$ cat src/rtl/edge_pkg.sv
// Shared edge-mode encodings and sizing helpers for multi_edge_capture.
package edge_pkg;

    localparam logic [1:0] EDGE_OFF  = 2'b00;
    localparam logic [1:0] EDGE_RISE = 2'b01;
    localparam logic [1:0] EDGE_FALL = 2'b10;
    localparam logic [1:0] EDGE_BOTH = 2'b11;

    // Channel-index width, never narrower than one bit.
    function automatic int unsigned chan_w(input int unsigned n);
        return (n > 1) ? 32'($clog2(n)) : 32'd1;
    endfunction

endpackage

$ cat src/rtl/edge_chan.sv
// One trigger channel: synchroniser, history flop, mode filter and one-deep holding register.
// EDGE_TIMESTAMP_EN adds a timestamp field to the holding register.
module edge_chan
    import edge_pkg::*;
#(
    parameter int unsigned DATA_W      = 8,
    parameter int unsigned SYNC_STAGES = 2
`ifdef EDGE_TIMESTAMP_EN
    ,
    parameter int unsigned TS_W        = 16
`endif
) (
    input  logic              clk,
    input  logic              rst_n,
    input  logic              trigger,
    input  logic [DATA_W-1:0] data,
    input  logic [1:0]        mode,
    input  logic              drain,
`ifdef EDGE_TIMESTAMP_EN
    input  logic [TS_W-1:0]   ts,
    output logic [TS_W-1:0]   hold_ts,
`endif
    output logic              pending,
    output logic              ovf_set_c,
    output logic [DATA_W-1:0] hold_data,
    output logic              hold_rising
);

    logic [SYNC_STAGES-1:0] sync_q;
    logic                   hist;
    logic                   sync_out;
    logic                   rise_c;
    logic                   det_c;
    logic                   capture_c;

    assign sync_out = sync_q[SYNC_STAGES-1];

    always_ff @(posedge clk or negedge rst_n) begin
        if (!rst_n) begin
            sync_q <= '0;
            hist   <= 1'b0;
        end else begin
            sync_q <= {sync_q[SYNC_STAGES-2:0], trigger};
            hist   <= sync_out;
        end
    end

    // A drain in the same cycle frees the slot, so a coincident edge is captured, not dropped.
    always_comb begin
        rise_c = sync_out & ~hist;
        det_c  = 1'b0;
        if (sync_out != hist) begin
            case (mode)
                EDGE_RISE: det_c = rise_c;
                EDGE_FALL: det_c = ~rise_c;
                EDGE_BOTH: det_c = 1'b1;
                default:   det_c = 1'b0;
            endcase
        end
        capture_c = det_c & (~pending | drain);
        ovf_set_c = det_c & pending & ~drain;
    end

    always_ff @(posedge clk or negedge rst_n) begin
        if (!rst_n) begin
            pending     <= 1'b0;
            hold_data   <= '0;
            hold_rising <= 1'b0;
`ifdef EDGE_TIMESTAMP_EN
            hold_ts     <= '0;
`endif
        end else if (capture_c) begin
            pending     <= 1'b1;
            hold_data   <= data;
            hold_rising <= rise_c;
`ifdef EDGE_TIMESTAMP_EN
            hold_ts     <= ts;
`endif
        end else if (drain) begin
            pending     <= 1'b0;
        end
    end

endmodule

$ cat src/rtl/multi_edge_capture.sv
// Multi-channel edge capture with round-robin drain to a valid/ready event port.
// EDGE_TIMESTAMP_EN adds a free-running timestamp stored per event and the evt_ts port.
module multi_edge_capture
    import edge_pkg::*;
#(
    parameter int unsigned CHANNELS    = 4,
    parameter int unsigned DATA_W      = 8,
    parameter int unsigned SYNC_STAGES = 2,
    parameter int unsigned TS_W        = 16
) (
    input  logic                         clk,
    input  logic                         rst_n,
    input  logic [CHANNELS-1:0]          trigger,
    input  logic [CHANNELS*DATA_W-1:0]   data,
    input  logic [2*CHANNELS-1:0]        edge_mode,
    output logic                         evt_valid,
    input  logic                         evt_ready,
    output logic [chan_w(CHANNELS)-1:0]  evt_chan,
    output logic [DATA_W-1:0]            evt_data,
    output logic                         evt_rising,
`ifdef EDGE_TIMESTAMP_EN
    output logic [TS_W-1:0]              evt_ts,
`endif
    output logic [CHANNELS-1:0]          ovf,
    input  logic [CHANNELS-1:0]          ovf_clr
);

    localparam int unsigned CW = chan_w(CHANNELS);

    logic [CHANNELS-1:0] pending;
    logic [CHANNELS-1:0] ovf_set_c;
    logic [CHANNELS-1:0] drain_c;
    logic [CHANNELS-1:0] hold_rising;
    logic [DATA_W-1:0]   hold_data [CHANNELS];
    logic [CW-1:0]       ptr_q;
    logic [CW-1:0]       grant_c;
    logic [CW-1:0]       ptr_next_c;
    logic                found_c;
    logic                load_c;
    int unsigned         cand;

`ifdef EDGE_TIMESTAMP_EN
    logic [TS_W-1:0]     ts_q;
    logic [TS_W-1:0]     hold_ts [CHANNELS];

    always_ff @(posedge clk or negedge rst_n) begin
        if (!rst_n) ts_q <= '0;
        else        ts_q <= ts_q + TS_W'(1);
    end
`endif

    for (genvar i = 0; i < CHANNELS; i++) begin : g_chan
        edge_chan #(
            .DATA_W      (DATA_W),
            .SYNC_STAGES (SYNC_STAGES)
`ifdef EDGE_TIMESTAMP_EN
            ,
            .TS_W        (TS_W)
`endif
        ) u_chan (
            .clk         (clk),
            .rst_n       (rst_n),
            .trigger     (trigger[i]),
            .data        (data[i*DATA_W +: DATA_W]),
            .mode        (edge_mode[2*i +: 2]),
            .drain       (drain_c[i]),
`ifdef EDGE_TIMESTAMP_EN
            .ts          (ts_q),
            .hold_ts     (hold_ts[i]),
`endif
            .pending     (pending[i]),
            .ovf_set_c   (ovf_set_c[i]),
            .hold_data   (hold_data[i]),
            .hold_rising (hold_rising[i])
        );
    end

    // Round-robin search from the channel after the last grant.
    always_comb begin
        load_c  = ~evt_valid | evt_ready;
        found_c = 1'b0;
        grant_c = '0;
        drain_c = '0;
        cand    = 0;
        for (int unsigned i = 0; i < CHANNELS; i++) begin
            cand = 32'(ptr_q) + i;
            if (cand >= CHANNELS) cand = cand - CHANNELS;
            if (!found_c && pending[CW'(cand)]) begin
                found_c = 1'b1;
                grant_c = CW'(cand);
            end
        end
        if (load_c && found_c) drain_c[grant_c] = 1'b1;
        ptr_next_c = (32'(grant_c) == CHANNELS - 1) ? '0 : grant_c + CW'(1);
    end

    always_ff @(posedge clk or negedge rst_n) begin
        if (!rst_n) begin
            evt_valid  <= 1'b0;
            evt_chan   <= '0;
            evt_data   <= '0;
            evt_rising <= 1'b0;
            ptr_q      <= '0;
`ifdef EDGE_TIMESTAMP_EN
            evt_ts     <= '0;
`endif
        end else if (load_c) begin
            evt_valid <= found_c;
            if (found_c) begin
                evt_chan   <= grant_c;
                evt_data   <= hold_data[grant_c];
                evt_rising <= hold_rising[grant_c];
                ptr_q      <= ptr_next_c;
`ifdef EDGE_TIMESTAMP_EN
                evt_ts     <= hold_ts[grant_c];
`endif
            end
        end
    end

    // Sticky overflow; a new overflow outranks a coincident clear.
    always_ff @(posedge clk or negedge rst_n) begin
        if (!rst_n) ovf <= '0;
        else        ovf <= (ovf & ~ovf_clr) | ovf_set_c;
    end

endmodule

$ cat config.mk
export PLATFORM = sky130hd
export DESIGN_NAME = multi_edge_capture
export DESIGN_NICKNAME = d
export VERILOG_FILES = /design/src/rtl/edge_pkg.sv /design/src/rtl/edge_chan.sv /design/src/rtl/multi_edge_capture.sv
export SDC_FILE = /design/constraint.sdc
export NUM_CORES = 1
export LEC_CHECK = 0
export CAP_MARGIN = 20
export CORE_MARGIN = 1.5
export CORE_UTILIZATION = 51
export CTS_CLUSTER_SIZE = 14
export DETAILED_ROUTE_END_ITERATION = 12
export PLACE_DENSITY = 0.79
export SLEW_MARGIN = 20
export SYNTH_ARGS = -nofsm -noshare
export SYNTH_HDL_FRONTEND = slang
export SYNTH_SLANG_ARGS = --single-unit
$ cat constraint.sdc
create_clock -name clk -period 2.9 [get_ports clk]
set_input_delay 0.58 -clock clk [delete_from_list [all_inputs] [get_ports clk]]
set_output_delay 0.58 -clock clk [all_outputs]
set_load 0.02 [all_outputs]
==> results.sh <==
export IMPL_status="finished clean"
export IMPL_grt_pass1_vias=2569
export IMPL_crit_type="reg -> reg"
export IMPL_ant_nets=0
export IMPL_layout_min_cycle_time_ns=2.47
export IMPL_p_seq_frac=0.362
export IMPL_syn_num_nets=341
export IMPL_maxSlewHeadroom=0.520
export IMPL_synth_seq_cells=70
export IMPL_final_common_cell="dfrtp_1"
export IMPL_post_dp_cell_area_um2=4050
export IMPL_yosys_area_top_type="dfrtp_1"
export IMPL_worstSetupEndpoint="g_chan[3].u_chan.hold_data[3]"
export IMPL_ys_seq_area_frac=0.529
export IMPL_worstSkewPairLatency_ns=0.35
export IMPL_clk_pin_slew_ns=0.07
export IMPL_min_delay_path_class="in -> async"
export IMPL_cts_tree="built"
export IMPL_cts_sinks=70
export IMPL_p_per_area_nw_per_um2=1090
export IMPL_num_antenna_cells=0
export IMPL_fmax_mhz=404
export IMPL_timing_final_crit_share=0.853
export IMPL_synth_edf_count=0
export IMPL_grtUsageTotal=0.220
export IMPL_grt_start_max_net_pins=40
export IMPL_critPathLaunch="ptr_q[1]"
export IMPL_viasPerCell=5.83
export IMPL_cp_max_fo=10
export IMPL_switching_share=0.377
export IMPL_rr_worst_depth=8
export IMPL_hold_viol=0
export IMPL_r2r_end="g_chan[3].u_chan.hold_data[3]"
export IMPL_p_leak_nw=1.82
export IMPL_slew_viol_final=0
export IMPL_crit_arrival_ns=2.70
export IMPL_dp_hpwl_mm=5.12
export IMPL_cp_end_kind="flop"
export IMPL_p_clk_frac=0.175
export IMPL_worst_clock_skew_ns=0.0126
export IMPL_portBuffers=66
export IMPL_ys_types=44
export IMPL_drt_total_wl_mm=7.19
export IMPL_rsz0062_at_grt="false"
export IMPL_tightestPinTransition_ns=0.720
export IMPL_fp_dieW_um=83.6
export IMPL_core_um2=6310
export IMPL_first_iter_violations=154
export IMPL_setup_viol=0
export IMPL_async_flop_share=1.00
export IMPL_ys_warn_count=0
export IMPL_grt_antenna_before_repair=0
export IMPL_startpoint_type="flop"
export IMPL_comb_power_share=0.463
export IMPL_drv_cap=0
export IMPL_switchingPower_mw=1.75
export IMPL_netlist_instances=285
export IMPL_vias=2536
export IMPL_grt_pass1_wl_mm=12.3
export IMPL_drc=0
export IMPL_cts_repair_resized=0
export IMPL_ys_flop_type="dfrtp_1"
export IMPL_cts_buffer_depth=2
export IMPL_gp_congestion=0.792
export IMPL_stdcell_area_um2=4260
export IMPL_synth_area_um2=3310
export IMPL_ioPinCount=67
export IMPL_fp_row_count=29
export IMPL_wire_per_inst_um=16.5
export IMPL_p_int_mw=2.89
export IMPL_root_buffer="clkbuf_8"
export IMPL_htreeDepth=3
export IMPL_reg2reg_slack_ns=0.43
export IMPL_setup_tns_final_ns=0
export IMPL_nets=409
export IMPL_postSynthAreaPerCell_um2=11.6
export IMPL_cp_data_required_time_ns=3.13
export IMPL_worstReg2RegStart="ptr_q[1]"
export IMPL_hold_buffers=0
export IMPL_synth_top_cell_area_share=0.529
export IMPL_drive_gt1_frac=0.159
export IMPL_final_cell_mix="dfrtp_1 (70), clkdlybuf4s50_1 (65), nand2_1 (29), mux2_1 (14)"
export IMPL_grt_overflow=0
export IMPL_dieArea_um2=6980
export IMPL_post_cts_setup_buffer_count=0
export IMPL_netlist_top_cells_area="dfrtp_1 (53%), mux2_1 (4.8%), mux2_2 (4.4%), mux2_4 (4.1%), nand2_1 (3.3%)"
export IMPL_numCtsBuffers=9
export IMPL_first_pass_iters=4
export IMPL_start_util=0.524
export IMPL_area_delta_synth_final_pct=28.8
export IMPL_fp_dieH_um=83.6
export IMPL_vdd_drop_max_uv=556
[per-layer routing]
layer  part of all wire  global-route usage  wire length [µm]
met1               0.45               0.295              3220
met4              0.011              0.0894                76
met2               0.47               0.350              3390
met5                  0                   0                 0
met3              0.071              0.0504               507
[synth_stat cells (5+ instances only)]
cell type and instances:
a21oi_1 10, a221o_1 9, a221oi_1 8, and2_1 8, and3_1 9, clkbuf_1 13, dfrtp_1 70, ha_1 5
inv_1 9, mux2_1 14, mux2_2 13, mux2_4 9, mux2i_1 5, nand2_1 29, nand3_1 13, o21ai_0 12
o311ai_1 8
[metrics by stage]
step	setup slack [ns]	cells	util	hold slack [ns]	total power, mW
after global placement	0.291	419	0.642	0.333	3.72
after detailed placement	0.234	419	0.642	0.336	3.80
final	0.428	435	0.675	0.285	4.63
after CTS	0.442	435	0.675	0.297	4.64
after floorplan	0.379	285	-	0.284	3.15
after global routing	0.258	435	0.675	0.338	4.93
[kinds of logic (layout without fill, tap and decap cells)]
family,count (synthesis),count (layout),share of synthesized area
and+or+nand+nor,79,79,0.122
DFF,70,70,0.529
muxes,41,41,0.148
AOI/OAI and AO/OA,63,63,0.146
adders and majority gates,5,5,0.0189
buffers and inverters,27,100,0.0359
[power groups by stage]
| stage | combinational (mW) | sequential (mW) | clock (mW) |
|---|---|---|---|
| after detailed placement | 2.12 | 1.68 | 0 |
| after global placement | 2.05 | 1.67 | 0 |
| after CTS | 2.14 | 1.67 | 0.828 |
| after global routing | 2.34 | 1.72 | 0.868 |
| after floorplan | 1.45 | 1.70 | 0 |
| final | 2.15 | 1.68 | 0.812 |
[registers in the layout, summed over array words and instances (netlist names)]
| register | cells |
|---|---|
| g_chan.u_chan.hold_rising | 4 |
| evt_chan | 2 |
| ovf | 4 |
| g_chan.u_chan.pending | 4 |
| ptr_q | 2 |
| g_chan.u_chan.hist | 4 |
| g_chan.u_chan.hold_data | 32 |
| g_chan.u_chan.sync_q | 8 |
| evt_data | 8 |
| evt_rising | 1 |
| evt_valid | 1 |
[critical path: stages (launching register included)]
cell and delay, ns:
dfrtp_1 0.44, nand2b_1 0.20, a21oi_2 0.41, nor2_2 0.11
ha_1 0.21, inv_1 0.05, o21ai_0 0.16, nand2b_1 0.38
mux2_2 0.38
[final cells by class]
| cell class | instances | area, µm² |
|---|---|---|
| Fill cell | 497 | 2050 |
| Tap cell | 77 | 96.3 |
| Multi-Input combinational cell | 188 | 1440 |
| Clock buffer | 11 | 151 |
| Sequential cell | 70 | 1750 |
| Timing Repair Buffer | 74 | 728 |
| Clock inverter | 5 | 57.6 |
| Inverter | 10 | 37.5 |
[worst min path at each step]
stage,from,endpoint
after floorplan,rst_n,evt_chan[0]
after global placement,g_chan[3].u_chan.sync_q[0],g_chan[3].u_chan.sync_q[1]
after detailed placement,g_chan[0].u_chan.sync_q[0],g_chan[0].u_chan.sync_q[1]
after CTS,rst_n,g_chan[0].u_chan.hist
after global routing,rst_n,g_chan[0].u_chan.hist
final,rst_n,g_chan[0].u_chan.hist
Note: power is estimated with default switching activity, not from simulation.
